--- src/rtl/cu_data_read_engine_control_mc_pkg.sv ---
// Shared types, constants and helpers for the multi-channel CU read engine control.
package cu_data_read_engine_control_mc_pkg;

  localparam int ARRAY_SIZE_BITS     = 32;
  localparam int CACHELINE_SIZE      = 128;
  localparam int CACHELINE_ARRAY_NUM = 32;
  localparam int CHANNEL_TAG_BITS    = 3;
  localparam int OUTSTANDING_BITS    = 16;
  localparam logic [7:0] DATA_READ_CONTROL_ID = 8'h02;

  typedef enum logic [2:0] {
    RD_MC_IDLE,
    RD_MC_SETUP,
    RD_MC_ISSUE,
    RD_MC_DRAIN,
    RD_MC_DONE
  } read_mc_state;

  typedef enum logic [1:0] {CMD_INVALID, CMD_READ, CMD_WRITE} command_type;
  typedef enum logic [1:0] {STRUCT_INVALID, READ_DATA, WRITE_DATA} array_struct_type;
  typedef enum logic [2:0] {STRICT, ABORT, PAGE, PREF, SPEC} trans_order_behavior_t;
  typedef enum logic [12:0] {
    NO_CMD     = 13'h0000,
    READ_CL_NA = 13'h0A00,
    READ_CL_S  = 13'h0A50,
    READ_PNA   = 13'h0E00
  } afu_command_t;

  typedef struct packed {
    logic [7:0]                 cu_id;
    command_type                cmd_type;
    logic [7:0]                 cacheline_offest;
    logic [ARRAY_SIZE_BITS-1:0] real_size;
    logic [63:0]                address_offest;
    array_struct_type           array_struct;
    trans_order_behavior_t      abt;
  } CommandTagLine;

  typedef struct packed {
    logic                  valid;
    afu_command_t          command;
    logic [63:0]           address;
    logic [11:0]           size;
    trans_order_behavior_t abt;
    CommandTagLine         cmd;
  } CommandBufferLine;

  typedef struct packed {
    logic          valid;
    CommandTagLine cmd;
  } ResponseBufferLine;

  typedef struct packed {
    logic empty;
    logic alfull;
    logic full;
  } BufferStatus;

  typedef struct packed {
    logic [ARRAY_SIZE_BITS-1:0]  remaining;
    logic [63:0]                 offset;
    logic [OUTSTANDING_BITS-1:0] outstanding;
    logic [63:0]                 base;
  } chan_status_t;

  function automatic trans_order_behavior_t map_CABT(input logic [2:0] abt_cfg);
    case (abt_cfg)
      3'd1:    return ABORT;
      3'd2:    return PAGE;
      3'd3:    return PREF;
      3'd4:    return SPEC;
      default: return STRICT;
    endcase
  endfunction

  // Byte size of a line request; elements are 4 bytes, so a partial line is remaining*4.
  function automatic logic [11:0] cmd_size_calculate(input logic [ARRAY_SIZE_BITS-1:0] remaining);
    if (remaining >= ARRAY_SIZE_BITS'(CACHELINE_ARRAY_NUM)) return 12'h080;
    return {remaining[9:0], 2'b00};
  endfunction

endpackage

--- src/rtl/cu_data_read_engine_control_mc_arb.sv ---
// Round-robin arbiter: grants the lowest requesting index at or after the pointer, wrapping.
module rr_arbiter_n #(
  parameter int NUM_REQ = 4
) (
  input  logic               clock,
  input  logic               reset,
  input  logic [NUM_REQ-1:0] req,
  input  logic               advance,
  output logic [NUM_REQ-1:0] grant
);

  localparam int PTR_W = (NUM_REQ > 1) ? $clog2(NUM_REQ) : 1;

  logic [PTR_W-1:0] ptr;
  logic [PTR_W-1:0] grant_idx;
  logic             found;
  int               cand;

  always_comb begin
    grant     = '0;
    grant_idx = '0;
    found     = 1'b0;
    cand      = 0;
    for (int i = 0; i < NUM_REQ; i++) begin
      cand = int'(ptr) + i;
      if (cand >= NUM_REQ) cand = cand - NUM_REQ;
      if (!found && req[PTR_W'(cand)]) begin
        grant[PTR_W'(cand)] = 1'b1;
        grant_idx           = PTR_W'(cand);
        found               = 1'b1;
      end
    end
  end

  // Pointer moves one past the winner, so the winner gets lowest priority next time.
  always_ff @(posedge clock) begin
    if (reset) begin
      ptr <= '0;
    end else if (advance && found) begin
      ptr <= (grant_idx == PTR_W'(NUM_REQ - 1)) ? '0 : grant_idx + 1'b1;
    end
  end

endmodule

--- src/rtl/cu_data_read_engine_control_mc.sv ---
// Multi-channel CU read engine control: round-robin cacheline read issue with a
// per-channel outstanding window, response accounting and job completion tracking.
module cu_data_read_engine_control_mc
  import cu_data_read_engine_control_mc_pkg::*;
#(
  parameter int         NUM_CHANNELS       = 4,
  parameter logic [7:0] CU_READ_CONTROL_ID = DATA_READ_CONTROL_ID,
  parameter int         MAX_OUTSTANDING    = 32
) (
  input  logic                                         clock,
  input  logic                                         reset,
  input  logic                                         enabled_in,
  input  logic                                         start_in,
  input  logic [NUM_CHANNELS-1:0]                      chan_enable_in,
  input  logic [NUM_CHANNELS-1:0][63:0]                chan_base_in,
  input  logic [NUM_CHANNELS-1:0][ARRAY_SIZE_BITS-1:0] chan_size_in,
  input  logic [63:0]                                  cu_configure,
  input  BufferStatus                                  read_command_buffer_status,
  input  ResponseBufferLine                            read_response_in,
  output CommandBufferLine                             read_command_out,
  output logic [NUM_CHANNELS-1:0]                      chan_done_out,
  output logic [ARRAY_SIZE_BITS-1:0]                   read_job_counter_done,
  output logic                                         job_done_out,
  output logic                                         resp_error_out
);

  localparam logic [ARRAY_SIZE_BITS-1:0]  LINE_ELEMS = ARRAY_SIZE_BITS'(CACHELINE_ARRAY_NUM);
  localparam logic [OUTSTANDING_BITS-1:0] WINDOW     = OUTSTANDING_BITS'(MAX_OUTSTANDING);

  read_mc_state state, state_next;
  chan_status_t chan_q [NUM_CHANNELS];
  logic [NUM_CHANNELS-1:0] chan_en_q;

  logic [NUM_CHANNELS-1:0] eligible, grant, resp_hit;
  logic any_remaining, any_outstanding, issue_valid, resp_ok, resp_error_now, active;
  logic [CHANNEL_TAG_BITS-1:0] resp_tag;
  logic [ARRAY_SIZE_BITS-1:0] sel_rem, chunk;
  logic [63:0] sel_base, sel_off;
  logic [7:0] sel_tag;
  CommandBufferLine cmd_next;
  logic cfg_unused;

  assign cfg_unused = ^{cu_configure[63:4], read_command_buffer_status.empty,
                        read_command_buffer_status.full, read_response_in.cmd};

  assign resp_tag = read_response_in.cmd.cacheline_offest[CHANNEL_TAG_BITS-1:0];
  assign active   = (state == RD_MC_ISSUE) || (state == RD_MC_DRAIN) || (state == RD_MC_DONE);

  always_comb begin
    eligible        = '0;
    resp_hit        = '0;
    any_remaining   = 1'b0;
    any_outstanding = 1'b0;
    for (int ch = 0; ch < NUM_CHANNELS; ch++) begin
      eligible[ch] = chan_en_q[ch] && (chan_q[ch].remaining != '0) && (chan_q[ch].outstanding < WINDOW);
      resp_hit[ch] = read_response_in.valid && (resp_tag == CHANNEL_TAG_BITS'(ch)) &&
                     (chan_q[ch].outstanding != '0);
      any_remaining   = any_remaining | (chan_q[ch].remaining != '0);
      any_outstanding = any_outstanding | (chan_q[ch].outstanding != '0);
    end
  end

  // A response only counts if its channel actually has something in flight.
  assign resp_ok        = |resp_hit;
  assign resp_error_now = read_response_in.valid && !resp_ok;
  assign issue_valid    = (state == RD_MC_ISSUE) && enabled_in &&
                          !read_command_buffer_status.alfull && (|eligible);

  rr_arbiter_n #(.NUM_REQ(NUM_CHANNELS)) u_arb (
    .clock   (clock),
    .reset   (reset),
    .req     (eligible),
    .advance (issue_valid),
    .grant   (grant)
  );

  always_comb begin
    sel_rem  = '0;
    sel_base = '0;
    sel_off  = '0;
    sel_tag  = '0;
    for (int ch = 0; ch < NUM_CHANNELS; ch++) begin
      if (grant[ch]) begin
        sel_rem  = chan_q[ch].remaining;
        sel_base = chan_q[ch].base;
        sel_off  = chan_q[ch].offset;
        sel_tag  = 8'(ch);
      end
    end
    chunk = (sel_rem > LINE_ELEMS) ? LINE_ELEMS : sel_rem;

    cmd_next = '0;
    if (issue_valid) begin
      cmd_next.valid                = 1'b1;
      cmd_next.address              = sel_base + sel_off;
      cmd_next.abt                  = map_CABT(cu_configure[2:0]);
      cmd_next.cmd.cu_id            = CU_READ_CONTROL_ID;
      cmd_next.cmd.cmd_type         = CMD_READ;
      cmd_next.cmd.array_struct     = READ_DATA;
      cmd_next.cmd.cacheline_offest = sel_tag;
      cmd_next.cmd.real_size        = chunk;
      cmd_next.cmd.address_offest   = sel_off;
      cmd_next.cmd.abt              = map_CABT(cu_configure[2:0]);
      if (cu_configure[3]) begin
        cmd_next.command = READ_CL_S;
        cmd_next.size    = 12'h080;
      end else begin
        cmd_next.command = (sel_rem > chunk) ? READ_CL_NA : READ_PNA;
        cmd_next.size    = cmd_size_calculate(sel_rem);
      end
    end
  end

  always_ff @(posedge clock) begin
    if (reset) state <= RD_MC_IDLE;
    else       state <= state_next;
  end

  always_comb begin
    state_next = state;
    case (state)
      RD_MC_IDLE:  if (start_in) state_next = RD_MC_SETUP;
      RD_MC_SETUP: state_next = RD_MC_ISSUE;
      RD_MC_ISSUE: if (!any_remaining) state_next = RD_MC_DRAIN;
      RD_MC_DRAIN: if (!any_outstanding) state_next = RD_MC_DONE;
      RD_MC_DONE:  if (start_in) state_next = RD_MC_SETUP;
      default:     state_next = RD_MC_IDLE;
    endcase
  end

  always_ff @(posedge clock) begin
    if (reset) begin
      chan_en_q             <= '0;
      read_command_out      <= '0;
      chan_done_out         <= '0;
      read_job_counter_done <= '0;
      job_done_out          <= 1'b0;
      resp_error_out        <= 1'b0;
      for (int ch = 0; ch < NUM_CHANNELS; ch++) chan_q[ch] <= '0;
    end else begin
      read_command_out <= cmd_next;
      if (resp_error_now) resp_error_out <= 1'b1;
      if (state == RD_MC_SETUP) begin
        chan_en_q             <= chan_enable_in;
        read_job_counter_done <= '0;
        job_done_out          <= 1'b0;
        for (int ch = 0; ch < NUM_CHANNELS; ch++) begin
          chan_q[ch].base        <= chan_base_in[ch];
          chan_q[ch].remaining   <= chan_enable_in[ch] ? chan_size_in[ch] : '0;
          chan_q[ch].offset      <= '0;
          chan_q[ch].outstanding <= '0;
          chan_done_out[ch]      <= !chan_enable_in[ch] || (chan_size_in[ch] == '0);
        end
      end else begin
        if (resp_ok) read_job_counter_done <= read_job_counter_done + read_response_in.cmd.real_size;
        for (int ch = 0; ch < NUM_CHANNELS; ch++) begin
          if (issue_valid && grant[ch]) begin
            chan_q[ch].remaining <= chan_q[ch].remaining - chunk;
            chan_q[ch].offset    <= chan_q[ch].offset + 64'(CACHELINE_SIZE);
          end
          // Simultaneous issue and response on one channel leaves the count unchanged.
          case ({issue_valid && grant[ch], resp_hit[ch]})
            2'b10:   chan_q[ch].outstanding <= chan_q[ch].outstanding + OUTSTANDING_BITS'(1);
            2'b01:   chan_q[ch].outstanding <= chan_q[ch].outstanding - OUTSTANDING_BITS'(1);
            default: ;
          endcase
          if (active && (chan_q[ch].remaining == '0) && (chan_q[ch].outstanding == '0))
            chan_done_out[ch] <= 1'b1;
        end
        if (active) job_done_out <= &chan_done_out;
      end
    end
  end

endmodule

--- config.mk ---
export PLATFORM = sky130hd
export DESIGN_NAME = cu_data_read_engine_control_mc
export DESIGN_NICKNAME = d
export VERILOG_FILES = /design/src/rtl/cu_data_read_engine_control_mc_pkg.sv /design/src/rtl/cu_data_read_engine_control_mc_arb.sv /design/src/rtl/cu_data_read_engine_control_mc.sv
export SDC_FILE = /design/constraint.sdc
export NUM_CORES = 2
export LEC_CHECK = 0
export BUFFER_PORTS_ARGS = -buffer_cell sky130_fd_sc_hd__buf_2
export CAP_MARGIN = 20
export CORE_AREA = 2 2 321 323
export DETAILED_ROUTE_END_ITERATION = 6
export DIE_AREA = 0 0 323 325
export PLACE_DENSITY = 0.84
export SYNTH_ARGS = -nofsm -noshare
export SYNTH_HDL_FRONTEND = slang
export SYNTH_SLANG_ARGS = --single-unit
--- constraint.sdc ---
create_clock -name clock -period 23.4 [get_ports clock]
set_input_delay 1.17 -clock clock [delete_from_list [all_inputs] [get_ports clock]]
set_output_delay 1.17 -clock clock [all_outputs]
set_load 0.005 [all_outputs]
# Word-level counts from Yosys, hierarchy flattened
# Memory sizes are Yosys's and may differ from the RTL's.
# Index checks and enable logic that the tools add are counted.
dict set report op_classes {
  muxes 161
  bitwise_logic 42
  reduce_logical 90
  n_eq_ne 23
  n_addsub 26
  n_lt_le_gt_ge 19
}
# operator n
set op_table {}
lappend op_table {{64-bit two-way mux} 20}
lappend op_table {{32-bit two-way mux} 17}
lappend op_table {{64-bit by 8-bit adder with 64-bit output, second input constant} 4}
lappend op_table {{32-bit logical NOT} 8}
lappend op_table {{212-bit two-way mux} 1}
lappend op_table {{16-bit two-way mux} 12}
lappend op_table {{32-bit nonzero test} 4}
lappend op_table {{32-bit subtractor} 4}
lappend op_table {{1-bit two-way mux} 77}
lappend op_table {{16-bit by 1-bit adder with 16-bit output, second input constant} 4}
lappend op_table {{64-bit adder} 1}
lappend op_table {{16-bit logical NOT} 4}
lappend op_table {{16-bit by 6-bit < comparator with 1-bit output, second input constant} 4}
lappend op_table {{16-bit nonzero test} 4}
lappend op_table {{16-bit by 1-bit subtractor with 16-bit output, second input constant} 4}
lappend op_table {{1-bit logical AND} 40}
lappend op_table {{1-bit OR} 38}
lappend op_table {{12-bit two-way mux} 3}
lappend op_table {{32-bit adder} 1}
lappend op_table {{32-bit by 6-bit greater-or-equal comparator with 1-bit output, second input constant} 1}
lappend op_table {{32-bit greater-than comparator} 1}
lappend op_table {{32-bit by 6-bit greater-than comparator with 1-bit output, second input constant} 1}
lappend op_table {{3-bit one-hot mux with 4 select lines} 2}
lappend op_table {{11-bit two-way mux} 2}
lappend op_table {{other kinds (32)} 104}
dict set report word_totals {
  n_memories 1
  mem_bits_rw 704
  ff_bits 254
}
# memory words word_bits read_ports rd_ports_with_merged_regs write_ports line
set mem_list {}
lappend mem_list {chan_q 4 176 4 0 4 cu_data_read_engine_control_mc.sv:31} ;# chan_status_t chan_q [NUM_CHANNELS];

# Longest topological paths before layout
# An unclocked memory read counts as a cell.
dict set report logic_depth {
  ltp_word 28
  depth_mapped 35
  ltp_nobuf 30
}

# Cells and area by module
# From an unflattened synthesis, not the netlist that was laid out.
dict set report unflattened {
  hier_cells 5477
  area_unflattened_um2 53239.8
}
# module area_each_um2 cells_per_inst n_inst
set by_module_without_submodules {}
lappend by_module_without_submodules {cu_data_read_engine_control_mc 52630.5 5410 1}
lappend by_module_without_submodules {rr_arbiter_n 609.3 67 1}

# Worst setup path before layout
# Ideal clock, no wire load.
dict set report synth_path {
  path_kind {flip-flop to flip-flop}
  start {register u_arb.ptr[0]}
  end {memory chan_q[3][78] (netlist name), data pin}
  setup_time_ns 0.289
  arrival_time_ns 13.701
  stages_incl_launch_ff 29
  path_slack_ns 9.410
  t_required_ns 23.111
  path_cell_list {dfxtp_1 -> clkbuf_1 -> inv_2 -> ha_1 -> clkbuf_1 -> mux4_2 -> buf_6 -> and3_1 -> a211o_1 -> buf_2 -> inv_1 -> buf_2 -> o21ai_0 -> nor2_1 -> ha_1 -> nor2b_1 -> o21ai_0 -> a21boi_0 -> o21ai_0 -> a21boi_0 -> o21ai_0 -> a21oi_1 -> o21ai_0 -> a21oi_1 -> o21ai_0 -> a21oi_1 -> o21ai_0 -> nor3b_1 -> nor3_1}
}
# element line
set synth_lines {}
lappend synth_lines {{from (decl)} cu_data_read_engine_control_mc_arb.sv:14} ;# logic [PTR_W-1:0] ptr;
lappend synth_lines {{from (signal assigned)} cu_data_read_engine_control_mc_arb.sv:40} ;# ptr <= (grant_idx == PTR_W'(NUM_REQ - 1)) ? '0 : grant_idx + 1'b1;
lappend synth_lines {{to (decl)} cu_data_read_engine_control_mc.sv:31}

==> impl_metrics.yaml <==
die:
  start_util_pct: 52.4
  coreArea_um2: 101000
  rows: 117
  die_h_um: 325
  die_w_um: 323
  ios: 829
  dieArea_um2: 105000
clocking:
  clockBufferDepth: 3
  clk_pin_slew_ns: 0.06
  cts_setup_buffers: 0
  clock_latency_ns: 0.73
  holdBufCountCts: 0
  cts_tree: "yes"
  root_buffer: "clkbuf_16"
  cts_resized: 0
  cts_sinks: 896
  cts.htree.levels: 3
  numCtsBuffers: 99
pwr:
  comb_power_share_pct: 10.9
  cell_internal_pwr_mw: 2.98
  p_sw_share_pct: 25.7
  power_density_nw_per_um2: 65.2
  p_leak_nw: 25.2
  clkPwrFrac_pct: 41.8
  ir_worst_vdd_v: 0.0000615
  power_frac_seq_pct: 47.3
  switching_power_mw: 1.03
status:
  status: "complete, but fails checks"
  violations: "design-rule violations"
timing:
  max_freq_ghz: 0.0950
  slew_viol_final: 0
  tightestPinTransition_ns: 1.23
  setup_viol: 0
  finalCritPeriodShare_pct: 45.0
  finClkSkew_ns: 0.0651
  hold_viol: 0
  rsz0062_at_grt: "no"
  period_minus_slack_ns: 10.53
  slew_headroom_pct: 17.0
  setup_tns_ns: 0
  finalWorstSetupSlack_ns: 12.87
worst_hold_path:
  worstHoldEndpoint: "chan_en_q[3]"
  hold_depth: 1
  min-delay-start: "chan_en_q[3]"
  hold_class: "reg2reg"
grt:
  grt_start_max_net_pins: 116
  grt_pass1_wl_um: 246000
  grt-ovfl-total: 0
  grt_usage_pct: 29.9
  grt_pass1_vias: 44300
  antenna_found_initial: 20
setup_path:
  end_kind: "register"
  cp_max_fo: 48
  cp.arrival_ns: 10.93
  reg2regPathDepth: 29
  crit_required_ns: 23.80
  crit_top_cell: "o21ai_0"
  r2r-end: "chan_q[1][175]"
  reg2reg_from: "chan_q[3][168]"
  setup.worst_path.class: "reg2reg"
  slowest_delay_ns: 0.91
  r2r_slack_ns: 12.87
  slowest_stage: "o311ai_1"
  worstSetupStartpointType: "register"
logic_synthesis:
  syn_area_um2: 53100
  synth_area_per_cell_um2: 9.39
  synthDistinctLibCells: 90
  synthCells: 5657
  synthArstFlopShare_pct: 0
  synth_edf_count: 676
  synth_ff_type: "edfxtp_1"
  seq_area_frac_synth_pct: 46.5
  synth-seq-cells: 896
  ys_warn_count: 0
cells_and_area:
  nets: 7212
  instances_no_fill: 7822
  syn_to_final_growth_pct: 16.1
  drive_gt1_share_pct: 14.6
  n_fill_cell: 8145
placed_design:
  dp_slack_ns: 13.19
  port_buffers: 657
  dpl.hpwl_um: 119000
  place.gp.congestion: 1.00
  place_inst: 7619
drt:
  wl_per_cell_um: 20.7
  drtIter0Drc: 5318
  firstDrtPassIters: 7
  vias_per_cell: 5.90
  vias: 46200
  ant_nets: 0
  drc_errors: 1
  wl_um: 162000
flow_run:
  drv_cap: 0
==> routing by layer <==
| layer | global-route usage, % | wire [µm] | vias to the layer above |
|---|---|---|---|
| met4 | 18.2 | 11200 | 4 |
| met5 | 0 | 20 | - |
| met3 | 6.23 | 15900 | 553 |
| met1 | 35.9 | 58700 | 21700 |
| met2 | 49.3 | 76200 | 2460 |
| li1 | - | - | 21500 |
==> metrics by stage <==
step           power, mW  area, µm²  hold WS [ns]  util [%]
2_1_floorplan       2.21      53800         0.426         -
3_3_place_gp        2.34      58000         0.438      57.3
3_5_place_dp        2.36      58000         0.445      57.3
4_1_cts             4.01      61600         0.459      60.8
5_1_grt             4.14      61600         0.481      60.9
6_report            4.02      61700         0.457      60.9
==> worst max path at each step <==
stage | from | to | slack, ns | depth (start not counted)
floorplan | u_arb.ptr[0] | chan_q[3][78] | 9.41 | 28
global placement | chan_q[3][168] | chan_q[1][175] | 13.40 | 29
detailed placement | chan_q[3][168] | chan_q[1][175] | 13.19 | 29
CTS | chan_q[3][169] | chan_q[1][175] | 13.09 | 29
global route | chan_q[3][171] | chan_q[1][175] | 12.44 | 29
finish | chan_q[3][168] | chan_q[1][175] | 12.87 | 29
==> registers in the layout (all words and copies together) (netlist names) <==
register / cells
read_job_counter_done: 32
resp_error_out: 1
job_done_out: 1
state: 3
read_command_out: 173
chan_done_out: 4
chan_en_q: 4
chan_q: 676
u_arb.ptr: 2
==> layout make-up <==
cell class                      instances  area, µm²  area share [%]
Inverter                              110        422           0.684
Timing Repair Buffer                  709       3730            6.05
Clock inverter                         43        594           0.964
Clock buffer                          144       2930            4.76
Sequential cell                       896      24700            40.1
Tap cell                             1368       1710            2.78
Antenna cell                           13       32.5          0.0528
Multi-Input combinational cell       4539      27500            44.7
==> cells in the mapped netlist (40+ instances only) <==
library cell | count | area share, %
or3_1 | 46 | 0.54
a21oi_1 | 424 | 4.0
mux2i_1 | 60 | 1.1
and2_1 | 352 | 4.1
o21ai_0 | 412 | 3.9
ha_1 | 270 | 6.4
inv_1 | 106 | 0.75
buf_4 | 40 | 0.57
a21o_1 | 69 | 0.97
nor2_1 | 581 | 4.1
edfxtp_1 | 676 | 38
nand4_1 | 62 | 0.73
nor3_1 | 110 | 1.0
and3_1 | 110 | 1.3
nand2_1 | 642 | 4.5
dfxtp_1 | 220 | 8.3
clkbuf_1 | 189 | 1.3
a31oi_1 | 40 | 0.47
nor4_1 | 75 | 0.88
xnor2_1 | 202 | 3.3
nand3_1 | 227 | 2.1
xor2_1 | 233 | 3.8
==> cells in the final DEF (no fill, tap or decap), types with 28 or more instances in the layout <==
cell type    n
conb_1     169
a21o_1      69
nand3_1    226
dfxtp_1    220
buf_4       48
inv_1      105
nor2b_1     38
a21oi_1    424
nand2b_1    37
nor3_1     109
nand2_1    635
xnor2_1    202
nor4_1      75
a31oi_1     39
edfxtp_1   676
or3_1       46
o21ai_0    409
o21a_1      28
and3_1     110
ha_1       270
mux2i_1     60
xor2_1     233
buf_2      657
clkbuf_16  106
a211oi_1    33
nor2_1     579
nand4_1     62
and2_1     351
==> worst max-delay path: cells and delay by family, from the launching register on <==
kind	cells	cell delay (ns)
flip-flops	1	0.53
XOR/XNOR	1	0.14
AO/OA/AOI/OAI	16	5.23
AND/OR/NAND/NOR	9	2.91
adder cells (fa/ha/maj)	1	0.31
multiplexers	2	1.08
==> power by group through the flow <==
stage	combinational, mW	clock [mW]	sequential, mW
after floorplan	0.299	0	1.92
after global placement	0.411	0	1.93
after detailed placement	0.425	0	1.93
after CTS	0.429	1.68	1.90
after global routing	0.480	1.74	1.91
final	0.437	1.68	1.90
==> cell families after synthesis <==
logic type,count (synthesis),share of synthesized area [%]
AND/OR/NAND/NOR,2373,21.7
flip-flops,896,46.5
buffers and inverters,389,3.10
AO/OA/AOI/OAI,1218,13.5
multiplexers,66,1.33
XOR/XNOR,435,7.17
other,2,0.0141
adder cells (fa/ha/maj),278,6.66
No activity file was read; power rests on OpenSTA's default activity.
